<file path="src/rtl/cpu_pkg.sv">
// Shared CPU definitions: hazard FSM states, register-file zero, and opcode
// constants that the control unit and hazard logic agree on.
package cpu_pkg;

  typedef enum logic [1:0] {
    RUN      = 2'd0,
    MEM_WAIT = 2'd1,
    ERROR    = 2'd2
  } hz_state_t;

  localparam logic [4:0] REG_ZERO = 5'd0;

  localparam logic [5:0] OP_RTYPE = 6'h00;
  localparam logic [5:0] OP_BEQ   = 6'h04;
  localparam logic [5:0] OP_BNE   = 6'h05;
  localparam logic [5:0] OP_LW    = 6'h23;
  localparam logic [5:0] OP_SW    = 6'h2b;

  // Decode helpers so the control unit derives id_uses_rt / ex_mem_read the same way.
  function automatic logic op_uses_rt(input logic [5:0] op);
    return (op == OP_RTYPE) || (op == OP_BEQ) || (op == OP_BNE) || (op == OP_SW);
  endfunction

  function automatic logic op_is_load(input logic [5:0] op);
    return op == OP_LW;
  endfunction

endpackage

</file>
<file path="src/rtl/hazard_stall_controller_if.sv">
// Hazard bundle between the pipeline datapath (master) and the stall controller (slave).
interface hazard_stall_controller_if #(parameter int CNT_W = 16);
  logic [4:0]       id_rs;
  logic [4:0]       id_rt;
  logic             id_uses_rt;
  logic             ex_mem_read;
  logic [4:0]       ex_rt;
  logic             ex_branch_taken;
  logic             mem_req;
  logic             mem_ready;
  logic             pc_en;
  logic             ifid_en;
  logic             ifid_flush;
  logic             idex_flush;
  logic             pipe_freeze;
  logic             mem_error;
  logic [CNT_W-1:0] stall_cnt;
  logic [CNT_W-1:0] flush_cnt;

  modport master (
    output id_rs, id_rt, id_uses_rt, ex_mem_read, ex_rt, ex_branch_taken, mem_req, mem_ready,
    input  pc_en, ifid_en, ifid_flush, idex_flush, pipe_freeze, mem_error, stall_cnt, flush_cnt
  );

  modport slave (
    input  id_rs, id_rt, id_uses_rt, ex_mem_read, ex_rt, ex_branch_taken, mem_req, mem_ready,
    output pc_en, ifid_en, ifid_flush, idex_flush, pipe_freeze, mem_error, stall_cnt, flush_cnt
  );
endinterface

</file>
<file path="src/rtl/sat_counter.sv">
// Event counter that sticks at all-ones instead of wrapping.
module sat_counter #(
  parameter int W = 16
) (
  input  logic         clk,
  input  logic         rst_n,
  input  logic         inc,
  output logic [W-1:0] count
);

  always_ff @(posedge clk or negedge rst_n) begin
    if (!rst_n)                count <= '0;
    else if (inc && !(&count)) count <= count + 1'b1;
  end

endmodule

</file>
<file path="src/rtl/hazard_stall_controller.sv">
// Five-stage pipeline hazard sequencer: load-use bubbles, taken-branch flushes,
// and data-memory wait freezes with a timeout into a sticky error state.
module hazard_stall_controller
  import cpu_pkg::*;
#(
  parameter int MEM_TIMEOUT = 64,
  parameter int CNT_W       = 16
) (
  input logic clk,
  input logic rst_n,
  hazard_stall_controller_if.slave hz
);

  localparam int WAIT_W = $clog2(MEM_TIMEOUT + 1);
  localparam logic [WAIT_W-1:0] WAIT_LAST = WAIT_W'(MEM_TIMEOUT - 1);

  hz_state_t   state;
  logic [WAIT_W-1:0] wait_cnt;
  logic        mem_err_q;
  logic        lu, mw, err;
  logic        stall_inc, flush_inc;

  always_comb begin
    lu  = hz.ex_mem_read && (hz.ex_rt != REG_ZERO) &&
          ((hz.ex_rt == hz.id_rs) || (hz.id_uses_rt && (hz.ex_rt == hz.id_rt)));
    mw  = hz.mem_req && !hz.mem_ready;
    err = (state == ERROR);
    // A taken branch squashes the ID instruction, so a coincident load-use is not a stall.
    stall_inc = !err && (mw || (lu && !hz.ex_branch_taken));
    flush_inc = !err && !mw && hz.ex_branch_taken;
  end

  always_comb begin
    hz.pc_en       = 1'b1;
    hz.ifid_en     = 1'b1;
    hz.ifid_flush  = 1'b0;
    hz.idex_flush  = 1'b0;
    hz.pipe_freeze = 1'b0;
    if (!rst_n) begin
      hz.pc_en      = 1'b0;
      hz.ifid_en    = 1'b0;
      hz.ifid_flush = 1'b1;
      hz.idex_flush = 1'b1;
    end else if (err || mw) begin
      hz.pc_en       = 1'b0;
      hz.ifid_en     = 1'b0;
      hz.pipe_freeze = 1'b1;
    end else if (hz.ex_branch_taken) begin
      hz.ifid_flush = 1'b1;
      hz.idex_flush = 1'b1;
    end else if (lu) begin
      hz.pc_en      = 1'b0;
      hz.ifid_en    = 1'b0;
      hz.idex_flush = 1'b1;
    end
  end

  // wait_cnt counts not-ready cycles including the one spent in RUN.
  always_ff @(posedge clk or negedge rst_n) begin
    if (!rst_n) begin
      state     <= RUN;
      wait_cnt  <= '0;
      mem_err_q <= 1'b0;
    end else begin
      case (state)
        RUN: if (mw) begin
          state    <= MEM_WAIT;
          wait_cnt <= WAIT_W'(1);
        end
        MEM_WAIT: begin
          if (!mw) begin
            state    <= RUN;
            wait_cnt <= '0;
          end else if (wait_cnt >= WAIT_LAST) begin
            state     <= ERROR;
            mem_err_q <= 1'b1;
          end else begin
            wait_cnt <= wait_cnt + 1'b1;
          end
        end
        ERROR:   ;
        default: state <= RUN;
      endcase
    end
  end

  assign hz.mem_error = mem_err_q;

  sat_counter #(.W(CNT_W)) u_stall_cnt (
    .clk   (clk),
    .rst_n (rst_n),
    .inc   (stall_inc),
    .count (hz.stall_cnt)
  );

  sat_counter #(.W(CNT_W)) u_flush_cnt (
    .clk   (clk),
    .rst_n (rst_n),
    .inc   (flush_inc),
    .count (hz.flush_cnt)
  );

endmodule

</file>
<file path="src/flat_wrapper.sv">
// flat-port wrapper written by rule: the top's interface ports become plain ports
module hazard_stall_controller_flat import cpu_pkg::*;
#(
  parameter int MEM_TIMEOUT = 64,
  parameter int CNT_W       = 16
)
  (clk, rst_n, hz_id_rs, hz_id_rt, hz_id_uses_rt, hz_ex_mem_read, hz_ex_rt, hz_ex_branch_taken, hz_mem_req, hz_mem_ready, hz_pc_en, hz_ifid_en, hz_ifid_flush, hz_idex_flush, hz_pipe_freeze, hz_mem_error, hz_stall_cnt, hz_flush_cnt);
  hazard_stall_controller_if #(.CNT_W(CNT_W)) hz_i ();
  input logic clk;
  input logic rst_n;
  input wire logic [$bits(hz_i.id_rs)-1:0] hz_id_rs;
  input wire logic [$bits(hz_i.id_rt)-1:0] hz_id_rt;
  input wire logic [$bits(hz_i.id_uses_rt)-1:0] hz_id_uses_rt;
  input wire logic [$bits(hz_i.ex_mem_read)-1:0] hz_ex_mem_read;
  input wire logic [$bits(hz_i.ex_rt)-1:0] hz_ex_rt;
  input wire logic [$bits(hz_i.ex_branch_taken)-1:0] hz_ex_branch_taken;
  input wire logic [$bits(hz_i.mem_req)-1:0] hz_mem_req;
  input wire logic [$bits(hz_i.mem_ready)-1:0] hz_mem_ready;
  output wire logic [$bits(hz_i.pc_en)-1:0] hz_pc_en;
  output wire logic [$bits(hz_i.ifid_en)-1:0] hz_ifid_en;
  output wire logic [$bits(hz_i.ifid_flush)-1:0] hz_ifid_flush;
  output wire logic [$bits(hz_i.idex_flush)-1:0] hz_idex_flush;
  output wire logic [$bits(hz_i.pipe_freeze)-1:0] hz_pipe_freeze;
  output wire logic [$bits(hz_i.mem_error)-1:0] hz_mem_error;
  output wire logic [$bits(hz_i.stall_cnt)-1:0] hz_stall_cnt;
  output wire logic [$bits(hz_i.flush_cnt)-1:0] hz_flush_cnt;
  assign hz_i.id_rs = hz_id_rs;
  assign hz_i.id_rt = hz_id_rt;
  assign hz_i.id_uses_rt = hz_id_uses_rt;
  assign hz_i.ex_mem_read = hz_ex_mem_read;
  assign hz_i.ex_rt = hz_ex_rt;
  assign hz_i.ex_branch_taken = hz_ex_branch_taken;
  assign hz_i.mem_req = hz_mem_req;
  assign hz_i.mem_ready = hz_mem_ready;
  assign hz_pc_en = hz_i.pc_en;
  assign hz_ifid_en = hz_i.ifid_en;
  assign hz_ifid_flush = hz_i.ifid_flush;
  assign hz_idex_flush = hz_i.idex_flush;
  assign hz_pipe_freeze = hz_i.pipe_freeze;
  assign hz_mem_error = hz_i.mem_error;
  assign hz_stall_cnt = hz_i.stall_cnt;
  assign hz_flush_cnt = hz_i.flush_cnt;
  hazard_stall_controller #(.MEM_TIMEOUT(MEM_TIMEOUT), .CNT_W(CNT_W)) u_core (.clk(clk), .rst_n(rst_n), .hz(hz_i));
endmodule
</file>
<file path="config.mk">
export PLATFORM = sky130hd
export DESIGN_NAME = hazard_stall_controller_flat
export DESIGN_NICKNAME = d
export VERILOG_FILES = /design/src/rtl/cpu_pkg.sv /design/src/rtl/hazard_stall_controller_if.sv /design/src/rtl/sat_counter.sv /design/src/rtl/hazard_stall_controller.sv /design/src/flat_wrapper.sv
export SDC_FILE = /design/constraint.sdc
export NUM_CORES = 1
export LEC_CHECK = 0
export BUFFER_PORTS_ARGS = -buffer_cell sky130_fd_sc_hd__buf_2
export CORE_AREA = 2 2 62 88
export CTS_BUF_LIST = sky130_fd_sc_hd__clkbuf_4 sky130_fd_sc_hd__clkbuf_8 sky130_fd_sc_hd__clkbuf_16
export DETAILED_ROUTE_END_ITERATION = 12
export DIE_AREA = 0 0 64 90
export HOLD_SLACK_MARGIN = 0.02
export PLACE_DENSITY = 0.85
export SLEW_MARGIN = 20
export SYNTH_ARGS = -nofsm -noshare
export SYNTH_HDL_FRONTEND = slang
export SYNTH_SLANG_ARGS = --single-unit
</file>
<file path="constraint.sdc">
create_clock -name clk -period 2.15 [get_ports clk]
set_input_delay 0.43 -clock clk [delete_from_list [all_inputs] [get_ports clk]]
set_output_delay 0.43 -clock clk [all_outputs]
set_load 0.005 [all_outputs]
</file>
==> impl_metrics.csv <==
group,metric,value,unit
floorplanning,io_pins,60,
cts,clk_path_buf_depth,2,
route,final_antenna_net_count,0,
yosys,ys_seq_area_share,46.5,%
global_route,grt-ovfl-total,0,
route,drt-total-wl,5010,µm
floorplanning,start_util,45.2,%
worst_hold_path,hold_path.class,"input pin to async pin",
timing,final.min_clock_period,2130,ps
power_and_ir_drop,p_per_area,712,nW/µm²
setup_path,critPathCaptureType,"primary output",
place,placement.cell_area,2630,µm²
timing,rsz0062_at_grt,"true",
floorplanning,die_area,5760,µm²
timing,timing.final.crit_share,98.9,%
timing,maxSlewHeadroom,75.5,%
global_route,busiest_layer,"met2",
route,drt_iter0_drc,61,
yosys,async_flop_share,100,%
cts,cts.sinks,42,
cells_and_area,final_common_cell,"buf_2",
yosys,synth_cell_types,41,
cells_and_area,fillers,438,
cts,path_clk_slew,70,ps
global_route,grt_usage,18.6,%
yosys,yosysWarnings,0,
setup_path,cp_max_fo,3,
status,run_status,"finished, final reports clean",
setup_path,critical_path_class,"input pin to primary output",
route,drc,0,
setup_path,cp_top_family,"compound AO/OA/AOI/OAI gates",
run,cap_violations,0,
global_route,grt_max_degree,24,
timing,finalClockSkew,8.34,ps
timing,setup_viol,0,
cells_and_area,layout_common_cells,"57 x buf_2, 42 x dfrtp_1, 28 x xnor2_1",
route,dr.pass1.iters,4,
global_route,antenna_found_initial,0,
cells_and_area,design_area,2810,µm²
setup_path,cp.buffers_inverters,2,
power_and_ir_drop,power_leakage,1.36,nW
setup_path,cp.arrival,1700,ps
yosys,netlist_area,2260,µm²
yosys,synth-edff-count,0,
place,portBuffers,59,
global_route,grt_first_pass_wirelength,8690,µm
cells_and_area,nets,315,
setup_path,worst_ep_required_time,1720,ps
cts,postCtsHoldBufs,0,
floorplanning,die_x,64,µm
cells_and_area,final_layout_size_suffix_gt1_share,32.3,%
floorplanning,die_h,90,µm
power_and_ir_drop,ir_drop,0.000605,V
timing,maxSlewViolCount,0,
timing,fmax,470,MHz
yosys,ys.flop_type,"dfrtp_1",
cts,cts_inserted_buffers,5,
yosys,syn_avg_cell_area,10.4,µm²
setup_path,timing.reg2reg.worst_path_depth,7,
floorplanning,rows,31,
timing,tightest_slew,365,ps
yosys,syn-instance-count,218,
cts,cts_tree,"yes",
global_route,met3_usage,4.38,%
yosys,synth_seq_cells,42,
setup_path,path_cells,"buf_4 -> xor2_2 -> nor4_2 -> a32oi_2 -> o311a_4 -> buf_2",
timing,whs,158,ps
route,vias_per_cell,5.30,
floorplanning,core,5000,µm²
setup_path,slowest_delay,390,ps
setup_path,start_kind,"input pin",
cts,cts_htree_levels,2,
yosys,synth_nets,243,
cts,clock_latency,290,ps
route,via_count,1893,
cts,cts_root_buffer,"clkbuf_8",
place,dp.final_hpwl,3660,µm
timing,hold_viol_final,0,
route,routedWlPerCell,14.0,µm
global_route,met2_usage,32.5,%
global_route,met1_usage,21.2,%
global_route,grt_pass1_vias,1924,
cells_and_area,areaGrowthSynthToFinish,24.2,%
place,place_congestion,0.822,
cells_and_area,n_antenna_cell,0,
setup_path,crit_cells,6,
setup_path,slowest_stage,"o311a_4",
==> sequential cells by signal, indices dropped and copies added (netlist names) <==
| name | flops |
|---|---|
| u_core.u_stall_cnt.count | 16 |
| u_core.wait_cnt | 7 |
| u_core.hz.mem_error | 1 |
| u_core.state | 2 |
| u_core.u_flush_cnt.count | 16 |
==> worst register-to-register path: stages (launching register included) <==
cell     delay [ps]
dfrtp_1         460
ha_1            250
a21o_1          170
a31o_2          270
a31oi_1         290
nand4_1         160
xor2_1          150
nor2_1           50
==> cells in the mapped netlist, drive strengths merged, types with 4 or more instances <==
| library cell | n | area, µm² |
|---|---|---|
| o21ai | 4 | 20.0 |
| dfrtp | 42 | 1050 |
| xor2 | 13 | 114 |
| nor3 | 6 | 30.0 |
| nand2 | 20 | 75.1 |
| xnor2 | 28 | 245 |
| nor2b | 6 | 37.5 |
| nand3 | 14 | 70.1 |
| nand4 | 12 | 75.1 |
| nor2 | 18 | 67.6 |
| and3 | 12 | 75.1 |
==> cells by family (layout without fill, tap and decap cells) <==
family | Yosys count | after routing | synth area share [%]
adder cells (fa/ha/maj) | 3 | 3 | 1.66
buffers and inverters | 8 | 81 | 3.98
XOR/XNOR | 41 | 41 | 15.9
multiplexers | 4 | 4 | 1.94
AO/OA/AOI/OAI | 24 | 24 | 8.30
AND/OR/NAND/NOR | 96 | 96 | 21.8
flip-flops | 42 | 42 | 46.5
==> cell type report <==
| cell class | instances | area (µm²) | area share [%] |
|---|---|---|---|
| Timing Repair Buffer | 71 | 398 | 14.2 |
| Tap cell | 66 | 82.6 | 2.94 |
| Inverter | 2 | 7.51 | 0.267 |
| Clock inverter | 1 | 5.00 | 0.178 |
| Clock buffer | 7 | 90.1 | 3.21 |
| Multi-Input combinational cell | 168 | 1180 | 41.9 |
| Sequential cell | 42 | 1050 | 37.4 |
==> repair_timing <==
action                                  CTS  global route
endpoints found under the setup margin    3             5
resized for setup                         3            11
gates cloned                              0             0
buffers inserted                          1             1
pin swaps                                 1             4
==> where the power goes <==
part,internal (mW),switching [mW]
Clock,0.272,0.260
Combinational,0.237,0.202
Sequential,0.899,0.130
Total,1.41,0.592
==> through the flow <==
stage                     util, %  cells  power, mW  TNS (ps)  setup slack [ps]
after CTS                    55.0    356       2.01     -26.7             -26.7
final                        56.2    357       2.00         0              22.7
after detailed placement     52.6    347       1.47     -1760              -134
after floorplan                 -    218       1.26         0              50.3
after global placement       52.6    347       1.45      -441             -78.7
after global routing         56.2    357       2.12     -49.0             -27.2
==> final timing paths <==
kind                                            startpoint                                       end  slack [ps]
max                                            hz_ex_rt[2]                                hz_ifid_en          20
min                                                  rst_n  u_core.u_flush_cnt.count[13]$_DFFE_PN0P_         160
max reg2reg                 u_core.wait_cnt[0]$_DFFE_PN0P_            u_core.wait_cnt[3]$_DFFE_PN0P_         240
min reg2reg                u_core.hz.mem_error$_DFFE_PN0P_           u_core.hz.mem_error$_DFFE_PN0P_         480
max in group asynchronous                            rst_n   u_core.u_stall_cnt.count[2]$_DFFE_PN0P_        1740
min in group clk           u_core.hz.mem_error$_DFFE_PN0P_           u_core.hz.mem_error$_DFFE_PN0P_         480
==> metal layers <==
layer | vias to the layer above | share of wire [%]
met4 | 0 | 2.2
met5 | - | 0
met2 | 50 | 54
met1 | 919 | 38
li1 | 913 | -
met3 | 11 | 6.1
(Power assumes the default switching activity.)
